$ cat src/rtl/button_debouncer_pkg.sv
// rtl/button_debouncer_pkg.sv - shared state encodings, default clock and counter sizing for the button path
package button_debouncer_pkg;

    // Board clock; the blinky tops use the same constant.
    localparam int unsigned DEFAULT_CLK_HZ = 12_000_000;

    typedef enum logic [1:0] {
        ST_RELEASED      = 2'd0,
        ST_PRESS_CHECK   = 2'd1,
        ST_PRESSED       = 2'd2,
        ST_RELEASE_CHECK = 2'd3
    } state_e;

    // Width needed to count 0..n-1; never below one bit so degenerate
    // parameters (n = 1 or 2) still give a legal vector.
    function automatic int unsigned cnt_w(input int unsigned n);
        return (n <= 2) ? 1 : $clog2(n);
    endfunction

endpackage

$ cat src/rtl/ms_tick_gen.sv
// rtl/ms_tick_gen.sv - free-running prescaler producing a one-cycle tick at TICK_HZ
//
// Ports:
//   CLK   in  system clock
//   RST   in  synchronous reset, active high
//   TICK  out high for one cycle when the prescaler reaches its last count
module ms_tick_gen
    import button_debouncer_pkg::*;
#(
    parameter int unsigned CLK_HZ  = DEFAULT_CLK_HZ,
    parameter int unsigned TICK_HZ = 1000
) (
    input  logic CLK,
    input  logic RST,
    output logic TICK
);

    localparam int unsigned DIV = CLK_HZ / TICK_HZ;
    localparam int unsigned W   = cnt_w(DIV);
    localparam logic [W-1:0] LAST = W'(DIV - 1);

    logic [W-1:0] cnt_q;
    logic [W-1:0] cnt_d;

    always_comb begin
        cnt_d = (cnt_q == LAST) ? '0 : cnt_q + 1'b1;
    end

    always_ff @(posedge CLK) begin
        if (RST) begin
            cnt_q <= '0;
        end else begin
            cnt_q <= cnt_d;
        end
    end

    assign TICK = (cnt_q == LAST);

endmodule

$ cat src/rtl/button_debouncer.sv
// rtl/button_debouncer.sv - synchronises and debounces a push-button into level, pulses and a press count
//
// Ports:
//   CLK            in   system clock
//   RST            in   synchronous reset, active high
//   BUTTON         in   raw asynchronous, bouncy pin
//   BTN_LEVEL      out  debounced state, 1 = pressed
//   PRESS_PULSE    out  one-cycle pulse per accepted press
//   RELEASE_PULSE  out  one-cycle pulse per accepted release
//   LONG_PULSE     out  one-cycle pulse once LONG_MS ticks into a press
//   PRESS_COUNT    out  accepted-press count, wraps modulo 256
module button_debouncer
    import button_debouncer_pkg::*;
#(
    parameter int unsigned CLK_HZ      = DEFAULT_CLK_HZ,
    parameter int unsigned DEBOUNCE_MS = 20,
    parameter int unsigned LONG_MS     = 1000,
    parameter bit          ACTIVE_LOW  = 1'b1
) (
    input  logic       CLK,
    input  logic       RST,
    input  logic       BUTTON,
    output logic       BTN_LEVEL,
    output logic       PRESS_PULSE,
    output logic       RELEASE_PULSE,
    output logic       LONG_PULSE,
    output logic [7:0] PRESS_COUNT
);

    localparam int unsigned DB_W   = cnt_w(DEBOUNCE_MS);
    localparam int unsigned HOLD_W = cnt_w(LONG_MS + 1);
    localparam logic [DB_W-1:0]   DB_LAST  = DB_W'(DEBOUNCE_MS - 1);
    localparam logic [HOLD_W-1:0] HOLD_MAX = HOLD_W'(LONG_MS);
    localparam logic [HOLD_W-1:0] HOLD_PRE = HOLD_W'(LONG_MS - 1);
    // Pin level seen while the button is up.
    localparam logic REL_LVL = ACTIVE_LOW;

    logic tick;

    ms_tick_gen #(
        .CLK_HZ (CLK_HZ),
        .TICK_HZ(1000)
    ) u_tick (
        .CLK (CLK),
        .RST (RST),
        .TICK(tick)
    );

    logic              sync1_q, sync2_q;
    state_e            state_q;
    logic [DB_W-1:0]   db_cnt_q;
    logic [HOLD_W-1:0] hold_cnt_q, hold_cnt_d;
    logic              long_done_q;
    logic              long_fire;
    logic              pressed_s;
    logic              level_q, press_q, release_q, long_q;
    logic [7:0]        count_q;

    assign pressed_s = sync2_q ^ ACTIVE_LOW;

    // Hold timer: counts ticks up to LONG_MS and stays there.
    always_comb begin
        hold_cnt_d = hold_cnt_q;
        long_fire  = 1'b0;
        if (tick && (hold_cnt_q != HOLD_MAX)) begin
            hold_cnt_d = hold_cnt_q + 1'b1;
            long_fire  = (hold_cnt_q == HOLD_PRE) && !long_done_q;
        end
    end

    always_ff @(posedge CLK) begin
        if (RST) begin
            sync1_q     <= REL_LVL;
            sync2_q     <= REL_LVL;
            state_q     <= ST_RELEASED;
            db_cnt_q    <= '0;
            hold_cnt_q  <= '0;
            long_done_q <= 1'b0;
            level_q     <= 1'b0;
            press_q     <= 1'b0;
            release_q   <= 1'b0;
            long_q      <= 1'b0;
            count_q     <= 8'd0;
        end else begin
            sync1_q   <= BUTTON;
            sync2_q   <= sync1_q;
            press_q   <= 1'b0;
            release_q <= 1'b0;
            long_q    <= 1'b0;
            case (state_q)
                ST_RELEASED: begin
                    if (pressed_s) begin
                        state_q  <= ST_PRESS_CHECK;
                        db_cnt_q <= '0;
                    end
                end
                ST_PRESS_CHECK: begin
                    if (!pressed_s) begin
                        state_q <= ST_RELEASED;
                    end else if (tick) begin
                        if (db_cnt_q == DB_LAST) begin
                            state_q     <= ST_PRESSED;
                            level_q     <= 1'b1;
                            press_q     <= 1'b1;
                            count_q     <= count_q + 8'd1;
                            hold_cnt_q  <= '0;
                            long_done_q <= 1'b0;
                        end else begin
                            db_cnt_q <= db_cnt_q + 1'b1;
                        end
                    end
                end
                ST_PRESSED: begin
                    hold_cnt_q <= hold_cnt_d;
                    if (long_fire) begin
                        long_q      <= 1'b1;
                        long_done_q <= 1'b1;
                    end
                    if (!pressed_s) begin
                        state_q  <= ST_RELEASE_CHECK;
                        db_cnt_q <= '0;
                    end
                end
                ST_RELEASE_CHECK: begin
                    hold_cnt_q <= hold_cnt_d;
                    if (pressed_s) begin
                        state_q <= ST_PRESSED;
                        if (long_fire) begin
                            long_q      <= 1'b1;
                            long_done_q <= 1'b1;
                        end
                    end else if (tick && (db_cnt_q == DB_LAST)) begin
                        // Release wins over a long-press landing on the same
                        // tick so the two pulses never share a cycle.
                        state_q   <= ST_RELEASED;
                        level_q   <= 1'b0;
                        release_q <= 1'b1;
                    end else begin
                        if (tick) begin
                            db_cnt_q <= db_cnt_q + 1'b1;
                        end
                        if (long_fire) begin
                            long_q      <= 1'b1;
                            long_done_q <= 1'b1;
                        end
                    end
                end
                default: state_q <= ST_RELEASED;
            endcase
        end
    end

    assign BTN_LEVEL     = level_q;
    assign PRESS_PULSE   = press_q;
    assign RELEASE_PULSE = release_q;
    assign LONG_PULSE    = long_q;
    assign PRESS_COUNT   = count_q;

endmodule
$ cat config.mk
export PLATFORM = sky130hd
export DESIGN_NAME = button_debouncer
export DESIGN_NICKNAME = d
export VERILOG_FILES = /design/src/rtl/button_debouncer_pkg.sv /design/src/rtl/ms_tick_gen.sv /design/src/rtl/button_debouncer.sv
export SDC_FILE = /design/constraint.sdc
export NUM_CORES = 1
export LEC_CHECK = 0
export BUFFER_PORTS_ARGS = -buffer_cell sky130_fd_sc_hd__buf_2
export CORE_UTILIZATION = 59
export CTS_CLUSTER_SIZE = 30
export DETAILED_ROUTE_END_ITERATION = 8
export PLACE_DENSITY = 0.79
export SLEW_MARGIN = 20
export SYNTH_ARGS = -nofsm -noshare
export SYNTH_HDL_FRONTEND = slang
export SYNTH_SLANG_ARGS = --single-unit
$ cat constraint.sdc
create_clock -name CLK -period 3.27 [get_ports CLK]
set_clock_uncertainty 0.15 [all_clocks]
set_input_delay 0.654 -clock CLK [delete_from_list [all_inputs] [get_ports CLK]]
set_output_delay 0.654 -clock CLK [all_outputs]
set_load 0.02 [all_outputs]
==> run_results.csv, run 1 <==
group,metric,value,unit
pwr,p_sw_share,21.2,%
detailed_routing,vias,1747,
clock_tree,cts_setup_buffers,0,
synthesis,yosysWarnings,0,
layout,drive_gt1_share,13.5,%
clock_tree,cts-root-buf,"clkbuf_8",
global_routing,grt_pass1_wl,7.19,mm
pwr,seqPwrFrac,56.3,%
pwr,pwr-share-clk,40.7,%
synthesis,yosysUniqueCellTypes,40,
timing,slew_headroom,63.1,%
critical_path,required,3310,ps
die,die_area,3940,um2
critical_path,r2r_cells,5,
critical_path,critPathLaunchType,"flop",
die,row_count,21,
timing,fin_crit_sh,77.4,%
die,ios,15,
critical_path,r2r-end,"hold_cnt_q[2]$_SDFFE_PP0P_",
synthesis,synth_cells,244,
critical_path,crit_end,"hold_cnt_q[2]$_SDFFE_PP0P_",
layout,final_nets,266,
die,initial_core_util,63.2,%
global_routing,grt_pass1_vias,1601,
pwr,p_leak,0.904,nW
detailed_routing,antenna_left,0,
critical_path,reg2reg_slack,740,ps
timing,period_minus_slack,2530,ps
global_routing,grt_overflow,0,
timing,fin_ws,738,ps
pwr,intPower,0.801,mW
synthesis,synth.net_count,252,
layout,diodes,0,
placement,place_congestion,0.862,
clock_tree,ctsResizeCount,0,
die,die_height,62.7,um
pwr,vdd_drop_max,0.298,mV
layout,final_cell_mix,"dfxtp_1 (46), nor2_1 (29), nand2_1 (27)",
critical_path,worstPathArrival,2570,ps
detailed_routing,drtIter0Drc,90,
clock_tree,cts_buffers,5,
critical_path,cp_slowest_cell,"or4_4",
detailed_routing,viasPerCell,5.73,
timing,tightest_slew,551,ps
detailed_routing,drcViolationCount,0,
layout,syn2layout_area_growth,9.48,%
pwr,power.switching,0.216,mW
die,core-area,3440,um2
clock_tree,clkLatencyLatePin,300,ps
detailed_routing,routed_wl,4.11,mm
critical_path,cp_cell_sequence,"or4b_4, or4_4, o21ai_1, a2111o_1, nand2_1",
clock_tree,clock_sinks,46,
timing,finalSetupTns,0,ps
clock_tree,postCtsHoldBufs,0,
critical_path,criticalPathCategory,"reg -> reg",
synthesis,synth_edf_count,0,
pwr,pwr-share-comb,3.0,%
critical_path,critPathMaxFanout,12,
pwr,pwr_density_cell,427,nW/um2
synthesis,syn_avg_cell_area,8.92,um2
global_routing,grt_max_degree,22,
layout,final_common_cell,"dfxtp_1",
detailed_routing,wl_per_cell,13.5,um
clock_tree,htreeDepth,2,
worst_hold_path,hold_path_class,"reg -> reg",
placement,port_buffers,14,
die,die_w,62.7,um
critical_path,cp-startpoint,"u_tick.cnt_q[8]$_SDFF_PP0_",
timing,hold_viol,0,
clock_tree,cts_tree,"built",
synthesis,synth-seq-area-share,42.3,%
clock_tree,cts.path.max_buffers,2,
placement,pre_cts_ws,728,ps
synthesis,synth-seq-cells,46,
critical_path,endpoint_kind,"flop",
timing,max_freq,395,MHz
synthesis,async_flop_share,0,%
job,maxCapViolations,0,
synthesis,synth_flop_cell,"dfxtp_1",
critical_path,r2r-start,"u_tick.cnt_q[8]$_SDFF_PP0_",
detailed_routing,drt_pass1_iterations,4,
clock_tree,clk_pin_slew_worst_paths,80,ps
critical_path,critical_path.max_stage_delay,650,ps
timing,finalSetupViolations,0,
outcome,status,"finished clean",
synthesis,netlist_area,2180,um2
timing,rsz0062_at_grt,"no",
placement,dp_hpwl,2.84,mm
global_routing,grtUsageTotal,23.4,%
global_routing,grt_antenna_before_repair,0,
timing,finalMaxSlewViolations,0,
[cell usage after synthesis (3+ instances only)]
cell       number  share of area (%)
a2111o_1        6                3.1
a211oi_1        4                1.4
a21oi_1         7                1.6
and2_1          3               0.86
and3_1          6                1.7
and4_1          4                1.6
clkbuf_1        8                1.4
dfxtp_1        46                 42
ha_1            5                2.9
inv_1           6                1.0
mux2i_1         3                1.4
nand2_1        27                4.7
nand2b_1        3               0.86
nand3_1        14                3.2
nand4_1        10                2.9
nor2_1         29                5.0
nor2b_1         3               0.86
nor3_1          4               0.92
nor4_1          3               0.86
o2111ai_1       6                2.4
o21ai_0         3               0.69
xnor2_1        12                4.8
xor2_1         11                4.4
[through the flow]
| stage | instances | area, um2 | total power, mW | utilization (%) | hold slack, ps |
|---|---|---|---|---|---|
| 2_1_floorplan | 244 | 2180 | 0.606 | - | 239 |
| 3_3_place_gp | 297 | 2270 | 0.616 | 66.1 | 246 |
| 3_5_place_dp | 297 | 2270 | 0.616 | 66.1 | 256 |
| 4_1_cts | 305 | 2380 | 1.02 | 69.2 | 287 |
| 5_1_grt | 305 | 2380 | 1.05 | 69.2 | 310 |
| 6_report | 305 | 2380 | 1.02 | 69.2 | 283 |
[cells by family (layout without fill, tap and decap cells)]
logic type | Yosys count | after routing | share of synthesized area [%]
simple gates | 120 | 120 | 29.9
flops | 46 | 46 | 42.3
compound gates | 31 | 31 | 10.8
xor+xnor | 23 | 23 | 9.25
buf+inv | 16 | 31 | 3.45
fa+ha+maj | 5 | 5 | 2.87
mux | 3 | 3 | 1.38
[power groups by stage]
stage / Combinational (mW) / Sequential, mW / Clock, mW
final: 0.0308 / 0.572 / 0.414
after global routing: 0.0348 / 0.574 / 0.442
after CTS: 0.0309 / 0.573 / 0.421
after detailed placement: 0.0307 / 0.586 / 0
after global placement: 0.0304 / 0.586 / 0
after floorplan: 0.0199 / 0.586 / 0
[flip-flops by register name, indices dropped and copies added (netlist names), named ones only]
register	cells
sync1_q	1
LONG_PULSE	1
sync2_q	1
long_done_q	1
PRESS_PULSE	1
hold_cnt_q	10
state_q	1
u_tick.cnt_q	14
BTN_LEVEL	1
PRESS_COUNT	8
RELEASE_PULSE	1
db_cnt_q	5
[layout make-up]
type | instances | area, um2
Inverter | 6 | 22.5
Tap cell | 46 | 57.6
Clock inverter | 3 | 40.0
Timing Repair Buffer | 17 | 92.6
Multi-Input combinational cell | 182 | 1180
Clock buffer | 5 | 68.8
Fill cell | 289 | 1060
Sequential cell | 46 | 921
[critical path, delay by kind of cell, from the launching register on]
kind	cells	cell delay [ps]
AND/OR/NAND/NOR	3	1250
AO/OA/AOI/OAI	2	690
flip-flops	1	330
[worst min-delay path by stage]
| stage | start | endpoint | slack, ps | depth (start not counted) |
|---|---|---|---|---|
| after floorplan | sync1_q$_SDFF_PP1_ | sync2_q$_SDFF_PP1_ | 240 | 1 |
| after global placement | sync1_q$_SDFF_PP1_ | sync2_q$_SDFF_PP1_ | 250 | 1 |
| after detailed placement | sync1_q$_SDFF_PP1_ | sync2_q$_SDFF_PP1_ | 260 | 1 |
| after CTS | sync1_q$_SDFF_PP1_ | sync2_q$_SDFF_PP1_ | 290 | 1 |
| after global routing | sync1_q$_SDFF_PP1_ | sync2_q$_SDFF_PP1_ | 310 | 1 |
| final | sync1_q$_SDFF_PP1_ | sync2_q$_SDFF_PP1_ | 280 | 1 |
[routing by layer]
metal  wire length (um)  vias up  share of wire (%)  global-route usage, %
met5                  0        -                  0                      0
met4                 59        0                1.4                   10.8
met3                158        5                3.8                   4.38
met2               1730       31                 42                   36.5
met1               2160      805                 53                   31.1
li1                   -      906                  -                      -
Power figures use the tool's default switching activity.
==> run 2: changes to the inputs <==
==> constraint.sdc (replaced) <==
create_clock -name CLK -period 2.45 [get_ports CLK]
set_clock_uncertainty 0.15 [all_clocks]
set_input_delay 0.49 -clock CLK [delete_from_list [all_inputs] [get_ports CLK]]
set_output_delay 0.49 -clock CLK [all_outputs]
set_load 0.02 [all_outputs]
==> run_results.csv, run 2 (synthesis results as in run 1) <==
group,metric,value,unit
critical_path,required,2490,ps
global_routing,grt_pass1_vias,1592,
job,maxCapViolations,0,
global_routing,grt_pass1_wl,7.05,mm
die,die_w,62.7,um
die,core-area,3440,um2
layout,final_nets,272,
layout,syn2layout_area_growth,12.1,%
placement,dp.cells,303,
pwr,vdd_drop_max,0.345,mV
layout,utilization,70.9,%
placement,place_congestion,0.803,
placement,port_buffers,14,
die,ios,15,
clock_tree,cts-root-buf,"clkbuf_8",
placement,dp_hpwl,2.82,mm
worst_hold_path,min_from,"BUTTON",
timing,tightest_slew,491,ps
global_routing,grt_max_degree,21,
worst_hold_path,hold_path_class,"in -> reg",
timing,finalSetupTns,0,ps
pwr,total_power,1.29,mW
critical_path,r2r-start,"u_tick.cnt_q[8]$_SDFF_PP0_",
clock_tree,clkLatencyLatePin,300,ps
die,initial_core_util,63.2,%
die,die_height,62.7,um
clock_tree,cts_buffers,5,
detailed_routing,antenna_left,0,
detailed_routing,drcViolationCount,0,
pwr,pwr_density_cell,529,nW/um2
layout,diodes,0,
critical_path,critPathLaunchType,"flop",
detailed_routing,drtIter0Drc,142,
critical_path,criticalPathCategory,"reg -> reg",
clock_tree,cts_tree,"built",
pwr,p_leak,0.927,nW
timing,fin_crit_sh,96.9,%
layout,final_common_cell,"dfxtp_1",
clock_tree,cts.path.max_buffers,2,
global_routing,grt_antenna_before_repair,0,
layout,largest_reg_flops,14,
clock_tree,clock_sinks,46,
timing,slew_headroom,67.1,%
critical_path,worstPathArrival,2420,ps
outcome,status,"finished clean",
detailed_routing,drt_pass1_iterations,4,
clock_tree,htreeDepth,2,
global_routing,grt_overflow,0,
detailed_routing,vias,1757,
clock_tree,postCtsHoldBufs,0,
timing,rsz0062_at_grt,"yes",
detailed_routing,routed_wl,4.05,mm
timing,hold_viol,0,
layout,fin_area,2440,um2
clock_tree,clk_pin_slew_worst_paths,80,ps
layout,instances_no_fill,311,
placement,pre_cts_ws,89.0,ps
critical_path,cp-startpoint,"u_tick.cnt_q[8]$_SDFF_PP0_",
timing,max_freq,421,MHz
clock_tree,cts_setup_buffers,0,
timing,finalSetupViolations,0,
layout,regMostFlops,"u_tick.cnt_q",
critical_path,critPathMaxFanout,12,
timing,fin_hold_ws,213,ps
timing,period_minus_slack,2370,ps
detailed_routing,wl_per_cell,13.0,um
timing,fin_ws,75.3,ps
placement,placed_area,2330,um2
die,die_area,3940,um2
die,row_count,21,
global_routing,grtUsageTotal,22.9,%
layout,drive_gt1_share,16.2,%
critical_path,endpoint_kind,"flop",
timing,finalMaxSlewViolations,0,
detailed_routing,viasPerCell,5.65,
layout,final_cell_mix,"dfxtp_1 (46), nor2_1 (29), nand2_1 (27)",
run 2: cell count changes in the layout (fill, tap and decap cells not counted), sizes merged:
| cell | change |
|---|---|
| buf | +6 |
| bufinv | -1 |
| clkbuf | +2 |
| clkinv | -1 |
run 2: repair_timing:
| action | CTS | global route |
|---|---|---|
| hold endpoints to repair | 0 | 0 |
| endpoints found under the setup margin | 0 | 4 |
| resized for setup | 0 | 3 |
run 2: power by group:
| part | internal [mW] | switching (mW) |
|---|---|---|
| sequential | 0.756 | 0.00870 |
| clock | 0.228 | 0.254 |
| combinational | 0.0169 | 0.0278 |
| total | 1.00 | 0.290 |
run 2: layout make-up:
cell class,count,area [um2]
Clock inverter,1,5.00
Inverter,6,22.5
Timing Repair Buffer,23,150
Sequential cell,46,921
Multi-Input combinational cell,182,1200
Tap cell,46,57.6
Clock buffer,7,86.3
Fill cell,296,1000
run 2: worst paths after layout:
| check | slack (ps) | endpoint | cells past startpoint |
|---|---|---|---|
| setup / recovery | 80 | PRESS_COUNT[7]$_SDFFE_PP0P_ | 5 |
| hold reg to reg | 300 | sync2_q$_SDFF_PP1_ | 1 |
| setup reg to reg | 80 | PRESS_COUNT[7]$_SDFFE_PP0P_ | 5 |
| hold / removal | 210 | sync1_q$_SDFF_PP1_ | 2 |
run 2: worst max-delay path: stages, from the launching register on:
cell	delay (ps)
dfxtp_1	340
or4b_4	560
or4_4	640
nor4_1	360
xnor2_1	160
nor2_1	50
run 2: layer usage:
metal  part of all wire, %  vias up  GRT usage (%)
li1                      -      914              -
met1                    54      814           31.0
met2                    42       24           33.6
met3                   2.9        5           7.12
met4                   1.3        0           9.59
met5                     0        -              0
==> run 3: changes to the inputs <==
==> constraint.sdc (replaced) <==
create_clock -name CLK -period 2.45 [get_ports CLK]
set_clock_uncertainty 0.15 [all_clocks]
set_input_delay 0.1225 -clock CLK [delete_from_list [all_inputs] [get_ports CLK]]
set_output_delay 0.1225 -clock CLK [all_outputs]
set_load 0.02 [all_outputs]
==> run_results.csv, run 3 (synthesis results as in run 1) <==
group,metric,value,unit
outcome,status,"finished clean",
global_routing,grt_overflow,0,
detailed_routing,drcViolationCount,0,
timing,max_freq,421,MHz
global_routing,grt_max_degree,22,
timing,hold_viol,0,
layout,largest_reg_flops,14,
clock_tree,cts_buffers,5,
pwr,vdd_drop_max,0.360,mV
global_routing,grt_pass1_vias,1590,
layout,final_common_cell,"dfxtp_1",
layout,final_nets,272,
clock_tree,cts-root-buf,"clkbuf_8",
pwr,pwr_density_cell,529,nW/um2
clock_tree,cts_setup_buffers,0,
detailed_routing,antenna_left,0,
timing,fin_crit_sh,96.9,%
clock_tree,clk_pin_slew_worst_paths,80,ps
pwr,p_leak,0.926,nW
clock_tree,cts.path.max_buffers,2,
clock_tree,htreeDepth,2,
timing,slew_headroom,69.0,%
die,ios,15,
clock_tree,cts_tree,"built",
layout,syn2layout_area_growth,11.9,%
layout,fin_area,2440,um2
critical_path,critPathLaunchType,"flop",
layout,diodes,0,
placement,place_congestion,0.770,
die,die_area,3940,um2
placement,dp_hpwl,2.81,mm
clock_tree,clock_sinks,46,
die,row_count,21,
critical_path,required,2480,ps
critical_path,criticalPathCategory,"reg -> reg",
global_routing,grt_pass1_wl,7.08,mm
detailed_routing,drt_pass1_iterations,4,
placement,placed_area,2320,um2
timing,tightest_slew,463,ps
detailed_routing,viasPerCell,5.70,
layout,instances_no_fill,311,
timing,rsz0062_at_grt,"no",
layout,regMostFlops,"u_tick.cnt_q",
die,die_height,62.7,um
job,maxCapViolations,0,
global_routing,grt_antenna_before_repair,0,
die,core-area,3440,um2
timing,finalSetupViolations,0,
die,initial_core_util,63.2,%
timing,finalSetupTns,0,ps
placement,port_buffers,14,
detailed_routing,vias,1772,
placement,dp.cells,302,
global_routing,grtUsageTotal,22.9,%
clock_tree,clkLatencyLatePin,300,ps
detailed_routing,routed_wl,4.08,mm
critical_path,worstPathArrival,2410,ps
layout,drive_gt1_share,15.5,%
die,die_w,62.7,um
detailed_routing,drtIter0Drc,146,
timing,finalMaxSlewViolations,0,
critical_path,endpoint_kind,"flop",
timing,period_minus_slack,2370,ps
detailed_routing,wl_per_cell,13.1,um
critical_path,critPathMaxFanout,12,
layout,final_cell_mix,"dfxtp_1 (46), nor2_1 (29), nand2_1 (27)",
worst_hold_path,hold_path_class,"in -> reg",
[run 3: cell types whose count changed in the layout (fill, tap and decap cells not counted)]
cell | before | now
nor4_1 | 2 | 3
buf_4 | 8 | 7
dlygate4sd3_1 | 0 | 1
nor4_2 | 1 | 0
[run 3: what timing repair did]
item                                    CTS  global route
gates resized for setup                   0             2
endpoints found under the setup margin    0             2
hold endpoints to repair                  1             0
hold buffers                              1             0
[run 3: worst max-delay path, stage by stage (launching register included)]
cell,delay [ps]
dfxtp_1,330
or4b_4,560
or4_4,640
nor4_1,370
xnor2_1,160
nor2_1,50
[run 3: worst paths after layout]
kind                               from                          end  slack [ps]  cells after the start
max          u_tick.cnt_q[8]$_SDFF_PP0_  PRESS_COUNT[7]$_SDFFE_PP0P_          80                      5
min                                 RST     long_done_q$_SDFFE_PP0P_          60                      2
max reg2reg  u_tick.cnt_q[8]$_SDFF_PP0_  PRESS_COUNT[7]$_SDFFE_PP0P_          80                      5
min reg2reg          sync1_q$_SDFF_PP1_           sync2_q$_SDFF_PP1_         280                      1
[run 3: metrics by stage]
step                      hold slack, ps  worst slack (ps)  utilization [%]  total power, mW
after floorplan                     76.3              64.9                -            0.809
after global placement               161               113             67.5            0.824
after detailed placement             160              74.8             67.5            0.825
after CTS                           51.1              67.8             70.5             1.30
after global routing                89.4             0.135             70.8             1.33
final                               60.1              75.6             70.8             1.29
[run 3: layout make-up]
type                    instances  area (um2)
repair buffers                 23         153
well taps                      46        57.6
multi-input cells             182        1190
inverters                       6        22.5
clock buffers                   7        86.3
fillers                       283        1010
flip-flops and latches         46         921
clock inverters                 1        5.00
[run 3: routing by layer]
| metal | vias to the layer above | track usage (%) | share of wire, % |
|---|---|---|---|
| met3 | 8 | 6.57 | 3.5 |
| met5 | - | 0 | 0 |
| met2 | 28 | 33.4 | 43 |
| li1 | 913 | - | - |
| met1 | 823 | 31.4 | 52 |
| met4 | 0 | 9.88 | 2.1 |
[run 3: report_power, final]
group | internal (mW) | leakage, nW | switching, mW | total, mW
clock | 0.228 | 0.0482 | 0.253 | 0.480
combinational | 0.0167 | 0.506 | 0.0283 | 0.0451
sequential | 0.756 | 0.372 | 0.00830 | 0.764
total | 1.00 | 0.926 | 0.289 | 1.29
